--- config.mk ---
export PLATFORM = sky130hd
export DESIGN_NAME = fifo16_8bit
export DESIGN_NICKNAME = d
export VERILOG_FILES = /design/src/rtl/fifo16_8bit.sv
export SDC_FILE = /design/constraint.sdc
export NUM_CORES = 1
export LEC_CHECK = 0
export BUFFER_PORTS_ARGS = -buffer_cell sky130_fd_sc_hd__clkbuf_2
export CELL_PAD_IN_SITES_DETAIL_PLACEMENT = 1
export CELL_PAD_IN_SITES_GLOBAL_PLACEMENT = 2
export CORE_MARGIN = 4
export CORE_UTILIZATION = 40
export DETAILED_ROUTE_END_ITERATION = 7
export PLACE_DENSITY = 0.76
export SKIP_LAST_GASP = 1
export SYNTH_ARGS = -nofsm -noshare
export SYNTH_HDL_FRONTEND = slang
export SYNTH_SLANG_ARGS = --single-unit
--- constraint.sdc ---
create_clock -name clk -period 2.8 [get_ports clk]
set_input_delay 0.56 -clock clk [delete_from_list [all_inputs] [get_ports clk]]
set_output_delay 0.56 -clock clk [all_outputs]
set_load 0.05 [all_outputs]
--- src/rtl/fifo16_8bit.sv ---
// 16 x 8-bit synchronous FIFO with a global enable and active-low full/empty flags.
// Reads return registered data; overflow and underflow requests are dropped without effect.
module fifo16_8bit #(
    parameter int unsigned WIDTH = 8,
    parameter int unsigned DEPTH = 16,
    parameter int unsigned AW    = 4
) (
    input  logic             clk,
    input  logic             rst,
    input  logic             en,
    input  logic             RD,
    input  logic             WR,
    input  logic [WIDTH-1:0] dataIN,
    output logic [WIDTH-1:0] dataOUT,
    output logic             FULL_n,
    output logic             EMPTY_n
);

    localparam int unsigned CW = AW + 1;
    localparam logic [CW-1:0] CNT_FULL = CW'(DEPTH);
    localparam logic [CW-1:0] CNT_ONE  = CW'(1);
    localparam logic [AW-1:0] PTR_ONE  = AW'(1);

    logic [WIDTH-1:0] mem [DEPTH];
    logic [AW-1:0]    wptr;
    logic [AW-1:0]    rptr;
    logic [CW-1:0]    count;
    logic [CW-1:0]    count_next;
    logic             wr_ok_c;
    logic             rd_ok_c;

    // Both requests are judged against the occupancy before the edge.
    assign wr_ok_c = en & WR & (count != CNT_FULL);
    assign rd_ok_c = en & RD & (count != '0);

    always_comb begin
        count_next = count;
        if (wr_ok_c && !rd_ok_c) begin
            count_next = count + CNT_ONE;
        end else if (rd_ok_c && !wr_ok_c) begin
            count_next = count - CNT_ONE;
        end
    end

    // Storage array carries no reset; stale words are never read back.
    always_ff @(posedge clk) begin
        if (wr_ok_c) begin
            mem[wptr] <= dataIN;
        end
    end

    // Flags are registered from the next occupancy so they match the count exactly.
    always_ff @(posedge clk or negedge rst) begin
        if (!rst) begin
            wptr    <= '0;
            rptr    <= '0;
            count   <= '0;
            dataOUT <= '0;
            FULL_n  <= 1'b1;
            EMPTY_n <= 1'b0;
        end else begin
            if (wr_ok_c) begin
                wptr <= wptr + PTR_ONE;
            end
            if (rd_ok_c) begin
                rptr    <= rptr + PTR_ONE;
                dataOUT <= mem[rptr];
            end
            count   <= count_next;
            FULL_n  <= (count_next != CNT_FULL);
            EMPTY_n <= (count_next != '0);
        end
    end

endmodule

# --- Yosys cells after proc, flatten, opt, wreduce, memory -nomap -nowiden ---
# Memory sizes are Yosys's and may differ from the RTL's. A register that Yosys moved wholly into a read port is not among the register bits.
# Index checks and enable logic that the tools add are counted.
classes:
  add_sub_neg: 4
  mul: 0
  n_div: 0
  order_cmp: 0
  eq_ne: 2
  n_shift: 0
  muxes: 4
  n_bitwise: 4
  reduce_logical: 7
ops:
  columns: ["operator", "n"]
  rows:
  - ["5-bit 2-to-1 mux", 2]
  - ["5-bit != test (second input constant)", 2]
  - ["5-bit nonzero test", 2]
  - ["4-bit by 1-bit adder with 4-bit output (second input constant)", 2]
  - ["5-bit by 1-bit adder with 5-bit output (second input constant)", 1]
  - ["5-bit by 1-bit subtractor with 5-bit output (second input constant)", 1]
  - ["1-bit bitwise AND", 4]
  - ["1-bit logical NOT", 3]
  - ["1-bit logical AND", 2]
  - ["1-bit 2-to-1 mux", 2]
totals:
  reg_bits: 15
  latchBits: 0
  ramBits: 128
  rom_bits: 0
  out_inout_bits: 10
  mem_count: 1
memory_table:
  columns: ["name", "words", "width", "read_ports", "rd_ports_with_merged_regs", "wr", "line", "rtl"]
  rows:
  - ["mem", 16, 8, 1, 1, 1, "24", "logic [WIDTH-1:0] mem [DEPTH];"]

# --- Longest topological paths before layout ---
logic_depth:
  depth_word: 7
  depth_mapped: 8
  mapped_depth_nobuf: 7

# --- Least setup slack after synthesis ---
# No wires, ideal clock.
synth_path:
  path_kind: "reg2reg"
  startpoint: "register count[0]"
  endpoint: "memory mem[7][0] (enable)"
  arrival_ns: 1.849
  slack_ns: 0.619
  stages_incl_launch_ff: 9
  n_path_buf: 1
  synth_period_minus_slack_ns: 2.181
  path_cell_list: "dfrtp_1 inv_1 ha_1 and4bb_2 nor2_1 clkbuf_1 nand2_1 nor2_1 and2_1"
synth_between:
  elab_chain_cells: 4
synth_lines:
  columns: ["element", "line", "rtl"]
  rows:
  - ["start: declaration", "27", "logic [CW-1:0] count;"]
  - ["start signal: assignment", "69", "count <= count_next;"]
  - ["5-bit != test", "33", "assign wr_ok_c = en & WR & (count != CNT_FULL);"]
  - ["1-bit bitwise AND", "33", null]
  - ["1-bit 2-to-1 mux", "47", "if (wr_ok_c) begin"]
  - ["1-bit 2-to-1 mux (not written as such)", "48", "mem[wptr] <= dataIN;"]
  - ["end: declaration", "24", null]
# Every way passes these cells.

# --- Worst setup path in the final report ---
layout_path:
  startpoint: "register count[0]"
  endpoint: "memory mem[1][1] (enable)"
# Same word-level chain as after synthesis.

==> results_dict.tcl <==
set metrics [dict create \
    crit_path_end_kind "flip-flop" \
    insertion_delay_ns 0.42 \
    drt-initial-drc-count 197 \
    hp-class "in2async" \
    die_area_sq_um 17300 \
    synth_top_area_share_pct 63.1 \
    dp_hpwl_um 8750 \
    synthAdderAreaFrac_pct 1.44 \
    portBuffers 22 \
    setup_viol 0 \
    htree_levels 4 \
    fin_crit_sh_pct 87.7 \
    max-slew-margin-rel_pct 51.5 \
    netlist-cell-type-count 38 \
    cts-root-buf "clkbuf_16" \
    grt_pass1_wl_um 21000 \
    num-fill-cells 1368 \
    ir_drop_v 0.000479 \
    post-cts-setup-buffers 0 \
    crit_fanout 8 \
    grt_pass1_vias 3335 \
    cp_top_family "simple AND/OR/NAND/NOR gates" \
    drt_wl_total_um 13400 \
    powerDensity_nw_per_um2 1030 \
    cts_buffer_depth 2 \
    synth-seq-cells 151 \
    avgRoutedWirePerCell_um 24.5 \
    synth_most_common_cell "edfxtp_1" \
    dr.max_layer_used "met4" \
    wl_met3_um 636 \
    cts_made_buffers 17 \
    synth_area_leader_cell "edfxtp_1" \
    seq_area_frac_synth_pct 72.6 \
    synth-edff-count 128 \
    post-route-drc-count 0 \
    cp.required_ns 2.87 \
    slew_violations 0 \
    io_pins 23 \
    drive_above_1_share_pct 25.8 \
    synth-compound-area-share_pct 2.53 \
    clock_sinks 151 \
    maxCapViolations 0 \
    cp.arrival_ns 2.52 \
    leakagePower_nw 2.43 \
    start_util_pct 41.4 \
    die_x_um 131 \
    cts_resized 0 \
    area_growth_pct 15.9 \
    netlist_area_sq_um 6090 \
    synth_cells 319 \
    finalClockSkew_ns 0.0101 \
    drtAntennaViolNets 0 \
    syn_nets 339 \
    synthSimpleGateAreaFrac_pct 5.86 \
    syn_area_per_cell_sq_um 19.1 \
    first_pass_iters 4 \
    max_freq_ghz 0.407 \
    path_buf_inv 1 \
    crit_slowest_cell "nor4_1" \
    grtUsageTotal_pct 16.5 \
    diodes 0 \
    wl_met1_um 5950 \
    finish.utilization_pct 48.0 \
    ys_top_cells_by_count "edfxtp_1 (128), mux4_2 (32), dfrtp_1 (22), nand2_1 (20), mux2i_1 (19)" \
    async_reset_ff_share_pct 15.2 \
    grt_remaining_overflow 0 \
    die_h_um 131 \
    crit_chain "inv_1 -> ha_1 -> and4bb_2 -> nor4_1 -> and2_1" \
    tns_ns 0 \
    routed_via_density 5.61 \
    yosys_warnings 0 \
    rows 44 \
    path_class "reg2reg" \
    max_stage_delay_ns 0.51 \
    nets 373 \
    synthMuxAreaShare_pct 15.0 \
    tritoncts "yes" \
    antenna_found_initial 0 \
    route.met2.wl_um 6660 \
    grt_start_max_net_pins 35 \
    synth_top_family_by_area "multiplexers" \
    synth_area_leaders "edfxtp_1 (63%), mux4_2 (12%), dfrtp_1 (9.0%)" \
    cts.reportedPaths.clkPinSlew_ns 0.06 \
    final.min_clock_period_ns 2.45 \
    rsz0062_at_grt "no" \
    status "finished clean" \
    synth_ff_type "edfxtp_1" \
    hold_viol_final 0 \
    synth_xor_area_share_pct 1.29 \
    hold_buffers 0 \
    cp-start-kind "flip-flop" \
    place_congestion 0.847 \
    tightest_slew_ns 0.728 \
    coreArea_sq_um 14700 \
    via_count 3078 \
]
final cells by class:
cell class	instances	area (sq um)	area share, %
multi-input cells	148	1590	22.5
clock buffers	20	437	6.19
well taps	184	230	3.26
flip-flops and latches	151	4420	62.7
clock inverters	11	180	2.55
repair buffers	29	175	2.48
inverters	6	22.5	0.319
where the power goes:
| group | switching [mW] | total, mW | internal (mW) |
|---|---|---|---|
| clock | 0.832 | 2.39 | 1.56 |
| combinational | 1.11 | 1.95 | 0.844 |
| sequential | 0.231 | 2.92 | 2.69 |
| total | 2.17 | 7.26 | 5.10 |
routing by layer:
layer | track usage [%] | up-vias
met5 | 0 | -
met4 | 5.02 | 0
met3 | 4.66 | 18
met2 | 26.2 | 84
met1 | 22.5 | 1622
li1 | - | 1354
registers in the layout (all words and copies together) (netlist names):
signal and cells:
mem 128, dataOUT 8, count 5, rptr 4, wptr 4, EMPTY_n 1, FULL_n 1
final timing paths:
kind	from	endpoint	slack, ns	depth (start not counted)
min in group clk	RD	count[4]	0.45	2
setup reg to reg	count[0]	mem[1][1]	0.35	5
max in group asynchronous	rst	rptr[0]	2.10	1
setup / recovery	count[0]	mem[1][1]	0.35	5
hold / removal	rst	dataOUT[7]	0.19	1
hold reg to reg	dataOUT[7]	dataOUT[7]	0.49	2
cell usage in the layout, fill, tap and decap left out, drive strengths merged, types with 2 or more instances in the layout:
cell type,Yosys,routed
o21ai,2,2
bufinv,0,5
o31ai,2,2
and3,2,2
buf,6,7
or3,2,2
a311oi,2,2
nand3,2,2
nand4,3,3
a21oi,2,2
nand2,20,20
inv,6,6
xnor2,9,9
and2,12,12
clkbuf,8,42
mux4,32,32
nor4b,2,2
nor2,8,8
dfrtp,22,22
edfxtp,128,128
o221ai,8,8
ha,7,7
clkinv,0,5
mux2i,19,19
and4,4,4
through the flow:
stage          instance area (sq um)  power (mW)  hold slack, ns  cells  worst slack [ns]
2_1_floorplan                   6090        4.34           0.264    319             0.619
5_1_grt                         7050        7.61           0.233    549             0.120
4_1_cts                         7050        7.35           0.204    549             0.354
6_report                        7050        7.26           0.189    549             0.345
3_5_place_dp                    6440        4.93           0.473    518             0.354
3_3_place_gp                    6440        4.88           0.472    518             0.472
cell families (layout without fill, tap and decap cells):
group,after synthesis,in the layout
adders and majority gates,7,7
muxes,51,51
buffers and inverters,20,66
xor gates and xnor gates,9,9
AOI/OAI and AO/OA,19,19
DFF,151,151
and+or+nand+nor,62,62
Note: power is estimated with default switching activity, not from simulation.
